==> config.mk <==
export PLATFORM = sky130hd
export DESIGN_NAME = bitcounter_multi_flat
export DESIGN_NICKNAME = d
export VERILOG_FILES = /design/src/rtl/bitcounter_pkg.sv /design/src/rtl/bitcounter_multi_if.sv /design/src/rtl/bitcounter_chunk.sv /design/src/rtl/bitcounter_multi.sv /design/src/flat_wrapper.sv
export SDC_FILE = /design/constraint.sdc
export NUM_CORES = 1
export LEC_CHECK = 0
export CORE_MARGIN = 10
export CORE_UTILIZATION = 54
export DETAILED_ROUTE_END_ITERATION = 8
export PLACE_DENSITY = 0.94
export SLEW_MARGIN = 10
export SYNTH_ARGS = -nofsm -noshare
export SYNTH_HDL_FRONTEND = slang
export SYNTH_SLANG_ARGS = --single-unit
==> constraint.sdc <==
create_clock -name clock -period 3.4 [get_ports clock]
set_clock_uncertainty 0.05 [all_clocks]
set_input_delay 0.51 -clock clock [delete_from_list [all_inputs] [get_ports clock]]
set_output_delay 0.51 -clock clock [all_outputs]
set_load 0.01 [all_outputs]
==> src/rtl/bitcounter_pkg.sv <==
// Shared types and helpers for the multi-mode bit counter.
package bitcounter_pkg;

  typedef enum logic [1:0] {
    MODE_ONES  = 2'd0,
    MODE_ZEROS = 2'd1,
    MODE_TZ    = 2'd2,
    MODE_RSVD  = 2'd3
  } mode_t;

  typedef enum logic [1:0] {
    S_IDLE = 2'd0,
    S_RUN  = 2'd1,
    S_DONE = 2'd2
  } state_t;

  // Width of an index into n items, never narrower than one bit.
  function automatic int idx_w(input int n);
    return (n > 1) ? $clog2(n) : 1;
  endfunction

endpackage

==> src/rtl/bitcounter_multi_if.sv <==
// Request/result bundle between the switch/register side and the bit counter.
// The parity signal exists only when BITCNT_PARITY_EN is defined.
interface bitcounter_multi_if #(
  parameter int WIDTH = 8
);
  localparam int CNT_W = $clog2(WIDTH + 1);

  logic             start;
  logic [1:0]       mode;
  logic [WIDTH-1:0] data_in;
  logic [CNT_W-1:0] result;
  logic             busy;
  logic             done;
`ifdef BITCNT_PARITY_EN
  logic             parity;
`endif

  modport master (
    output start, mode, data_in,
    input  result, busy, done
`ifdef BITCNT_PARITY_EN
    , input parity
`endif
  );

  modport slave (
    input  start, mode, data_in,
    output result, busy, done
`ifdef BITCNT_PARITY_EN
    , output parity
`endif
  );

endinterface

==> src/rtl/bitcounter_chunk.sv <==
// Combinational evaluation of one BPC-bit slice: popcount, any-set, lowest set index
// and, when BITCNT_PARITY_EN is defined, the XOR of the slice.
module bitcounter_chunk
  import bitcounter_pkg::*;
#(
  parameter  int BPC   = 1,
  localparam int PC_W  = $clog2(BPC + 1),
  localparam int IDX_W = idx_w(BPC)
) (
  input  logic [BPC-1:0]   chunk,
  output logic [PC_W-1:0]  popcount,
  output logic             has_one,
  output logic [IDX_W-1:0] low_idx
`ifdef BITCNT_PARITY_EN
  , output logic           chunk_xor
`endif
);

  // NOTE: every output of an always_comb gets a default first so no path leaves it unassigned (no latch).
  always_comb begin
    popcount = '0;
    low_idx  = '0;
    for (int i = 0; i < BPC; i++) begin
      popcount = popcount + PC_W'(chunk[i]);
    end
    // Scan downward so the lowest set bit is the last one to write the index.
    for (int i = BPC - 1; i >= 0; i--) begin
      if (chunk[i]) low_idx = IDX_W'(i);
    end
  end

  assign has_one = |chunk;

`ifdef BITCNT_PARITY_EN
  assign chunk_xor = ^chunk;
`endif

endmodule

==> src/rtl/bitcounter_multi.sv <==
// Multi-mode bit counter (ones / zeros / trailing zeros), BPC bits per cycle,
// level start/done handshake with enable-pause. Optional parity via BITCNT_PARITY_EN.
module bitcounter_multi
  import bitcounter_pkg::*;
#(
  parameter  int WIDTH = 8,
  parameter  int BPC   = 1,
  localparam int CNT_W = $clog2(WIDTH + 1)
) (
  input  logic               clock,
  input  logic               reset_n,
  input  logic               enable,
  bitcounter_multi_if.slave  bus
);

  localparam int RUNS  = WIDTH / BPC;
  localparam int RW    = $clog2(RUNS + 1);
  localparam int PC_W  = $clog2(BPC + 1);
  localparam int IDX_W = idx_w(BPC);

  if (WIDTH < 2 || BPC < 1 || (WIDTH % BPC) != 0) begin : g_param_err
    $error("bitcounter_multi: WIDTH must be >= 2 and divisible by BPC");
  end

  state_t           state, state_next;
  mode_t            mode_q;
  logic [WIDTH-1:0] shreg;
  logic [WIDTH-1:0] sh_next;
  logic [CNT_W-1:0] result;
  logic [CNT_W-1:0] inc;
  logic [RW-1:0]    remaining;
  logic             last_run;
  logic             ones_like;

  logic [PC_W-1:0]  c_pop;
  logic             c_has_one;
  logic [IDX_W-1:0] c_idx;
`ifdef BITCNT_PARITY_EN
  logic             c_xor;
  logic             parity;
`endif

  bitcounter_chunk #(.BPC(BPC)) u_chunk (
    .chunk    (shreg[BPC-1:0]),
    .popcount (c_pop),
    .has_one  (c_has_one),
    .low_idx  (c_idx)
`ifdef BITCNT_PARITY_EN
    , .chunk_xor (c_xor)
`endif
  );

  assign sh_next   = shreg >> BPC;
  // "<= 1" rather than "-1 == 0" also terminates a run entered with nothing loaded.
  assign last_run  = (remaining <= RW'(1));
  assign ones_like = (mode_q == MODE_ONES) || (mode_q == MODE_RSVD);

  always_comb begin
    inc = '0;
    case (mode_q)
      MODE_ZEROS: inc = CNT_W'(BPC) - CNT_W'(c_pop);
      MODE_TZ:    inc = c_has_one ? CNT_W'(c_idx) : CNT_W'(BPC);
      default:    inc = CNT_W'(c_pop);
    endcase
  end

  // NOTE: sequential state uses non-blocking assignments so every register samples pre-edge values.
  always_ff @(posedge clock or negedge reset_n) begin
    if (!reset_n) begin
      state <= S_IDLE;
    end else if (enable) begin
      state <= state_next;
    end
  end

  always_comb begin
    state_next = state;
    case (state)
      S_IDLE: if (bus.start) state_next = S_RUN;
      S_RUN: begin
        if (last_run ||
            (ones_like && sh_next == '0) ||
            (mode_q == MODE_TZ && c_has_one)) begin
          state_next = S_DONE;
        end
      end
      S_DONE:  if (!bus.start) state_next = S_IDLE;
      default: state_next = S_IDLE;
    endcase
  end

  always_ff @(posedge clock or negedge reset_n) begin
    if (!reset_n) begin
      shreg     <= '0;
      result    <= '0;
      remaining <= '0;
      mode_q    <= MODE_ONES;
`ifdef BITCNT_PARITY_EN
      parity    <= 1'b0;
`endif
    end else if (enable) begin
      case (state)
        S_IDLE: begin
          // Keep reloading until start rises; the edge that enters RUN leaves the last load intact.
          if (!bus.start) begin
            shreg     <= bus.data_in;
            mode_q    <= mode_t'(bus.mode);
            result    <= '0;
            remaining <= RW'(RUNS);
`ifdef BITCNT_PARITY_EN
            parity    <= 1'b0;
`endif
          end
        end
        S_RUN: begin
          shreg     <= sh_next;
          remaining <= remaining - RW'(1);
          result    <= result + inc;
`ifdef BITCNT_PARITY_EN
          parity    <= parity ^ c_xor;
`endif
        end
        default: ;
      endcase
    end
  end

  always_comb begin
    bus.busy   = (state == S_RUN);
    bus.done   = (state == S_DONE);
    bus.result = result;
  end

`ifdef BITCNT_PARITY_EN
  assign bus.parity = parity;
`endif

endmodule

==> src/flat_wrapper.sv <==
// flat-port wrapper written by rule: the top's interface ports become plain ports
module bitcounter_multi_flat import bitcounter_pkg::*;
#(
  parameter  int WIDTH = 8,
  parameter  int BPC   = 1,
  localparam int CNT_W = $clog2(WIDTH + 1)
)
  (clock, reset_n, enable, bus_start, bus_mode, bus_data_in, bus_result, bus_busy, bus_done);
  bitcounter_multi_if #(.WIDTH(WIDTH)) bus_i ();
  input  logic clock;
  input  logic reset_n;
  input  logic enable;
  input wire logic [$bits(bus_i.start)-1:0] bus_start;
  input wire logic [$bits(bus_i.mode)-1:0] bus_mode;
  input wire logic [$bits(bus_i.data_in)-1:0] bus_data_in;
  output wire logic [$bits(bus_i.result)-1:0] bus_result;
  output wire logic [$bits(bus_i.busy)-1:0] bus_busy;
  output wire logic [$bits(bus_i.done)-1:0] bus_done;
  assign bus_i.start = bus_start;
  assign bus_i.mode = bus_mode;
  assign bus_i.data_in = bus_data_in;
  assign bus_result = bus_i.result;
  assign bus_busy = bus_i.busy;
  assign bus_done = bus_i.done;
  bitcounter_multi #(.WIDTH(WIDTH), .BPC(BPC)) u_core (.clock(clock), .reset_n(reset_n), .enable(enable), .bus(bus_i));
endmodule
==> results of run 1 <==
metal layers:
| metal | vias up | GRT usage |
|---|---|---|
| met5 | - | 0 |
| met4 | 0 | 0.0164 |
| met3 | 2 | 0.0540 |
| met2 | 25 | 0.199 |
| met1 | 344 | 0.112 |
| li1 | 363 | - |
critical path: stages, from the launching register on:
cell	delay, ns
dfrtp_1	0.49
and2b_1	0.52
clkdlybuf4s50_1	0.64
cell type report:
cell class / count / area share
multi-input cells: 67 / 0.387
well taps: 25 / 0.0249
inverters: 3 / 0.00896
flip-flops and latches: 20 / 0.398
clock buffers: 4 / 0.0289
repair buffers: 19 / 0.151
per-stage QoR:
step           setup WS, ns   util  area, um2  hold slack, ns
4_1_cts               0.879  0.712       1260           0.483
3_3_place_gp           1.27  0.691       1220           0.446
3_5_place_dp           1.23  0.691       1220           0.459
2_1_floorplan          1.72      -       1040           0.164
5_1_grt               0.782  0.712       1260           0.521
6_report              0.886  0.712       1260           0.480
cell usage in the layout (no fill, tap or decap), types with 2 or more instances in the layout:
cell type	instances
dfrtp_1	20
clkdlybuf4s50_1	19
nand2_1	14
o21ai_0	9
mux2i_1	7
nor2_1	5
ha_1	5
xor2_1	4
a22o_1	4
inv_1	3
clkbuf_4	3
and2b_1	2
xnor2_1	2
nor4_1	2
mux2_2	2
o21ai_1	2
power groups by stage:
| stage | Sequential, mW | Combinational (mW) | Clock [mW] |
|---|---|---|---|
| after floorplan | 0.411 | 0.358 | 0 |
| after global placement | 0.429 | 0.423 | 0 |
| after detailed placement | 0.436 | 0.449 | 0 |
| after CTS | 0.432 | 0.455 | 0.141 |
| after global routing | 0.448 | 0.501 | 0.154 |
| final | 0.434 | 0.447 | 0.136 |
final timing paths:
kind	slack [ns]	from	cells after the start	end
setup / recovery	0.89	u_core.state[1]$_DFFE_PN0P_	2	bus_busy
hold / removal	0.48	u_core.shreg[2]$_DFFE_PN0P_	2	u_core.shreg[2]$_DFFE_PN0P_
setup reg to reg	1.56	u_core.mode_q[1]$_DFFE_PN0P_	5	u_core.state[0]$_DFFE_PN0P_
hold reg to reg	0.48	u_core.shreg[2]$_DFFE_PN0P_	2	u_core.shreg[2]$_DFFE_PN0P_
max in group asynchronous	2.14	reset_n	1	u_core.shreg[3]$_DFFE_PN0P_
min in group asynchronous	0.64	reset_n	1	u_core.bus.result[1]$_DFFE_PN0P_
sequential cells by signal, indices dropped and copies added (netlist names):
signal,count
u_core.remaining,4
u_core.bus.result,4
u_core.state,2
u_core.mode_q,2
u_core.shreg,8
kinds of logic after synthesis:
logic type / after synthesis / synth area share
buffers and inverters: 7 / 0.0471
muxes: 9 / 0.0894
and+or+nand+nor: 30 / 0.165
AOI/OAI and AO/OA: 17 / 0.104
xor gates and xnor gates: 6 / 0.0507
DFF: 20 / 0.483
adders and majority gates: 5 / 0.0604
==> impl_metrics.json, run 1 <==
{
  "synth_seq_area_share": 0.483,
  "max_freq_mhz": 398,
  "timing.final.hold_violations": 0,
  "instances_no_fill": 138,
  "grt_max_degree": 21,
  "dr_wl_met2_mm": 1.08,
  "clk-insertion-delay-late_ns": 0.30,
  "io_buffers": 19,
  "io_pins": 20,
  "syn_inst": 94,
  "ctsHoldBuffers": 0,
  "fp-row-count": 15,
  "firstDrtPassIters": 4,
  "die_area_um2": 4070,
  "ys.flop_type": "dfrtp_1",
  "met1_length_um": 882,
  "clockBufferDepth": 2,
  "overflow": 0,
  "fin_nets": 133,
  "synth-edff-count": 0,
  "routed_wl_mm": 2.10,
  "hold_class": "flop to flop",
  "diodes": 0,
  "grt_pass1_wl_mm": 3.61,
  "ant_nets": 0,
  "drt_iter0_markers": 12,
  "finalMaxSlewViolations": 0,
  "seq_area_um2": 500,
  "period_share": 0.739,
  "p_sw_uw": 386,
  "ys_ff_latch": 20,
  "dpl.hpwl_mm": 1.63,
  "ys_types": 25,
  "startpoint_type": "flop",
  "cts_buffers": 3,
  "vias": 734,
  "first_global_vias": 808,
  "cts_tree": "built",
  "clkSinkCount": 20,
  "post_cts_buffers": 0,
  "combinationalPowerShare": 0.440,
  "rsz0062_at_grt": "false",
  "dr_wl_met3_um": 130,
  "end_kind": "output pin",
  "critPathRequiredTime_ns": 2.84,
  "pwr_density_cell_nw_per_um2": 810,
  "fill_cells": 133,
  "top_layer": "met4",
  "synth_top_area_cell": "dfrtp_1",
  "drcViolationCount": 0,
  "die_x_um": 63.8,
  "synth.avg_cell_area_um2": 11.0,
  "power.internal_uw": 632,
  "cts_root_buffer": "clkbuf_4",
  "yosys-top-cells-count": "dfrtp_1, nand2_1, o21ai_0",
  "cts_resized": 0,
  "avgRoutedWirePerCell_um": 15.2,
  "coreArea_um2": 1760,
  "arrival_ns": 1.95,
  "multiInputGateArea_um2": 487,
  "start_util": 0.587,
  "ys.warnings.count": 0,
  "maxCapViolCount": 0,
  "cts_max_level": 1,
  "netlist_area_um2": 1040,
  "syn_nets": 113,
  "die_h_um": 63.8,
  "dp.cells": 134,
  "outcome": "finished clean",
  "fin_setup_tns_ns": 0,
  "setup_viol": 0,
  "grt_util_all_layers": 0.110,
  "area_growth_pct": 21.3,
  "tightest_slew_ns": 0.857,
  "ir_drop_mv": 0.473,
  "p_leak_nw": 0.563,
  "ys_async_sr_fraction": 1.00,
  "p_sw_frac": 0.379,
  "gp_congestion": 0.730,
  "antenna_found_initial": 0,
  "period_needed_ns": 2.51,
  "drive_gt1_frac": 0.0796,
  "p_seq_frac": 0.426,
  "slew_headroom": 0.427,
  "vias_per_cell": 5.32,
  "path_clk_slew_ns": 0.11,
  "ys_top_cells_by_area": "dfrtp_1, mux2i_1, ha_1",
  "path_max_fanout": 10,
  "finalPower_mw": 1.02,
  "clkPwrFrac": 0.134,
  "post-synth-top-count-cell": "dfrtp_1",
  "yosysTopAreaCellShare": 0.483,
  "path_class": "flop to output pin"
}
Note: power is estimated with default switching activity, not from simulation.
==> run 2, diff against run 1 <==
- CORE_UTILIZATION: 54 -> 50
- PLACE_DENSITY: 0.94 -> 0.88
- clock period: 3.4 -> 2.45 ns (I/O delays scaled with it)
==> run 2 against run 1 <==
First-iteration DRC count rose by 8.3%. Critical path depth stayed put. Combinational power rose by 42%. Wire length up 1.9%. Final cell count grew 2.9%. Utilization fell by 6.3 points. Global-route usage up 0.19 points. Sequential power up 39%. Cell area increased by 1.4%.
==> impl_metrics.json, run 2 (same netlist as run 1, synthesis figures left out) <==
{
  "setup_viol": 0,
  "cts_max_level": 1,
  "cp.depth": 2,
  "fill_cells": 169,
  "rsz0062_at_grt": "false",
  "drt_iter0_markers": 13,
  "hold_class": "primary input to async pin",
  "slew_headroom": 0.627,
  "worstSetupStartpoint": "u_core.state[1]$_DFFE_PN0P_",
  "clkSinkCount": 20,
  "timing.final.hold_violations": 0,
  "worstPathCellList": "and2b_1, clkdlybuf4s50_1",
  "clockBufferDepth": 2,
  "diodes": 0,
  "area_growth_pct": 22.9,
  "final_common_cell": "dfrtp_1",
  "coreArea_um2": 1960,
  "io_buffers": 19,
  "end_kind": "output pin",
  "ant_nets": 0,
  "post_cts_buffers": 0,
  "cts_buffers": 3,
  "multiInputGateArea_um2": 487,
  "period_needed_ns": 2.02,
  "fp-row-count": 16,
  "layout_setup_ws_ns": 0.431,
  "grt_util_all_layers": 0.111,
  "max_freq_mhz": 495,
  "io_pins": 20,
  "die_area_um2": 4290,
  "tightest_slew_ns": 0.557,
  "pwr_density_cell_nw_per_um2": 1130,
  "path_class": "flop to output pin",
  "crit_slowest_cell": "clkdlybuf4s50_1",
  "grt_max_degree": 21,
  "gp_congestion": 0.740,
  "ctsHoldBuffers": 0,
  "drive_gt1_frac": 0.0957,
  "critPathMaxStageDelay_ns": 0.55,
  "die_x_um": 65.5,
  "antenna_found_initial": 0,
  "whs_ns": 0.332,
  "worst_r2r_startpoint": "u_core.mode_q[1]$_DFFE_PN0P_",
  "largest_reg_flops": 8,
  "overflow": 0,
  "drcViolationCount": 0,
  "cts_resized": 0,
  "finalMaxSlewViolations": 0,
  "clk-insertion-delay-late_ns": 0.30,
  "period_share": 0.824,
  "place_ws_ns": 0.428,
  "vias": 754,
  "vias_per_cell": 5.31,
  "seq_area_um2": 500,
  "cts_root_buffer": "clkbuf_4",
  "cts_tree": "built",
  "routed_wl_mm": 2.14,
  "dpl.hpwl_mm": 1.68,
  "path_max_fanout": 8,
  "mostFrequentLayoutCells": "dfrtp_1, clkdlybuf4s50_1, nand2_1",
  "reg_top3": "u_core.shreg x8, u_core.bus.result x4, u_core.remaining x4",
  "firstDrtPassIters": 4,
  "path_clk_slew_ns": 0.12,
  "r2r_cells": 5,
  "ir_drop_mv": 0.530,
  "fin_setup_tns_ns": 0,
  "startpoint_type": "flop",
  "cp_top_family": "buffers and inverters",
  "arrival_ns": 1.60,
  "die_h_um": 65.5,
  "critPathRequiredTime_ns": 2.03,
  "first_global_vias": 772,
  "outcome": "finished clean",
  "start_util": 0.528,
  "maxCapViolCount": 0,
  "critPathBufInv": 1,
  "grt_pass1_wl_mm": 3.73,
  "fin_nets": 135,
  "avgRoutedWirePerCell_um": 15.1,
  "p_leak_nw": 0.573,
  "largest_register": "u_core.shreg"
}
## run 2: final timing paths
path                                              endpoint  slack [ns]
min in group clock         u_core.remaining[1]$_DFFE_PN0P_        0.48
hold / removal                 u_core.shreg[1]$_DFFE_PN0P_        0.33
setup reg to reg               u_core.state[0]$_DFFE_PN0P_        0.61
max in group asynchronous     u_core.mode_q[1]$_DFFE_PN0P_        1.81
setup / recovery                                  bus_busy        0.43
hold reg to reg            u_core.remaining[1]$_DFFE_PN0P_        0.48
## run 2: cell type report
type,count,area share
Clock buffer,4,0.0285
Inverter,3,0.00884
Multi-Input combinational cell,67,0.382
Sequential cell,20,0.393
Tap cell,27,0.0265
Timing Repair Buffer,21,0.161
## run 2: power breakdown
| group | switching, mW | leakage (nW) | internal (mW) |
|---|---|---|---|
| logic | 0.306 | 0.299 | 0.328 |
| clock network | 0.105 | 0.0210 | 0.0906 |
| registers | 0.137 | 0.253 | 0.467 |
| total | 0.548 | 0.573 | 0.886 |
## run 2: stage by stage
stage          utilization  cells  power, mW  area, um2
6_report             0.649    142       1.43       1270
5_1_grt              0.649    142       1.56       1270
4_1_cts              0.649    142       1.44       1270
3_5_place_dp         0.631    138       1.25       1240
3_3_place_gp         0.631    138       1.20       1240
2_1_floorplan            -     94       1.07       1040
## run 2: layer usage
layer	track usage	wire (um)	vias up
met3	0.0186	91	2
met5	0	0	-
li1	-	-	368
met4	0.0642	15	0
met1	0.130	920	367
met2	0.188	1120	17
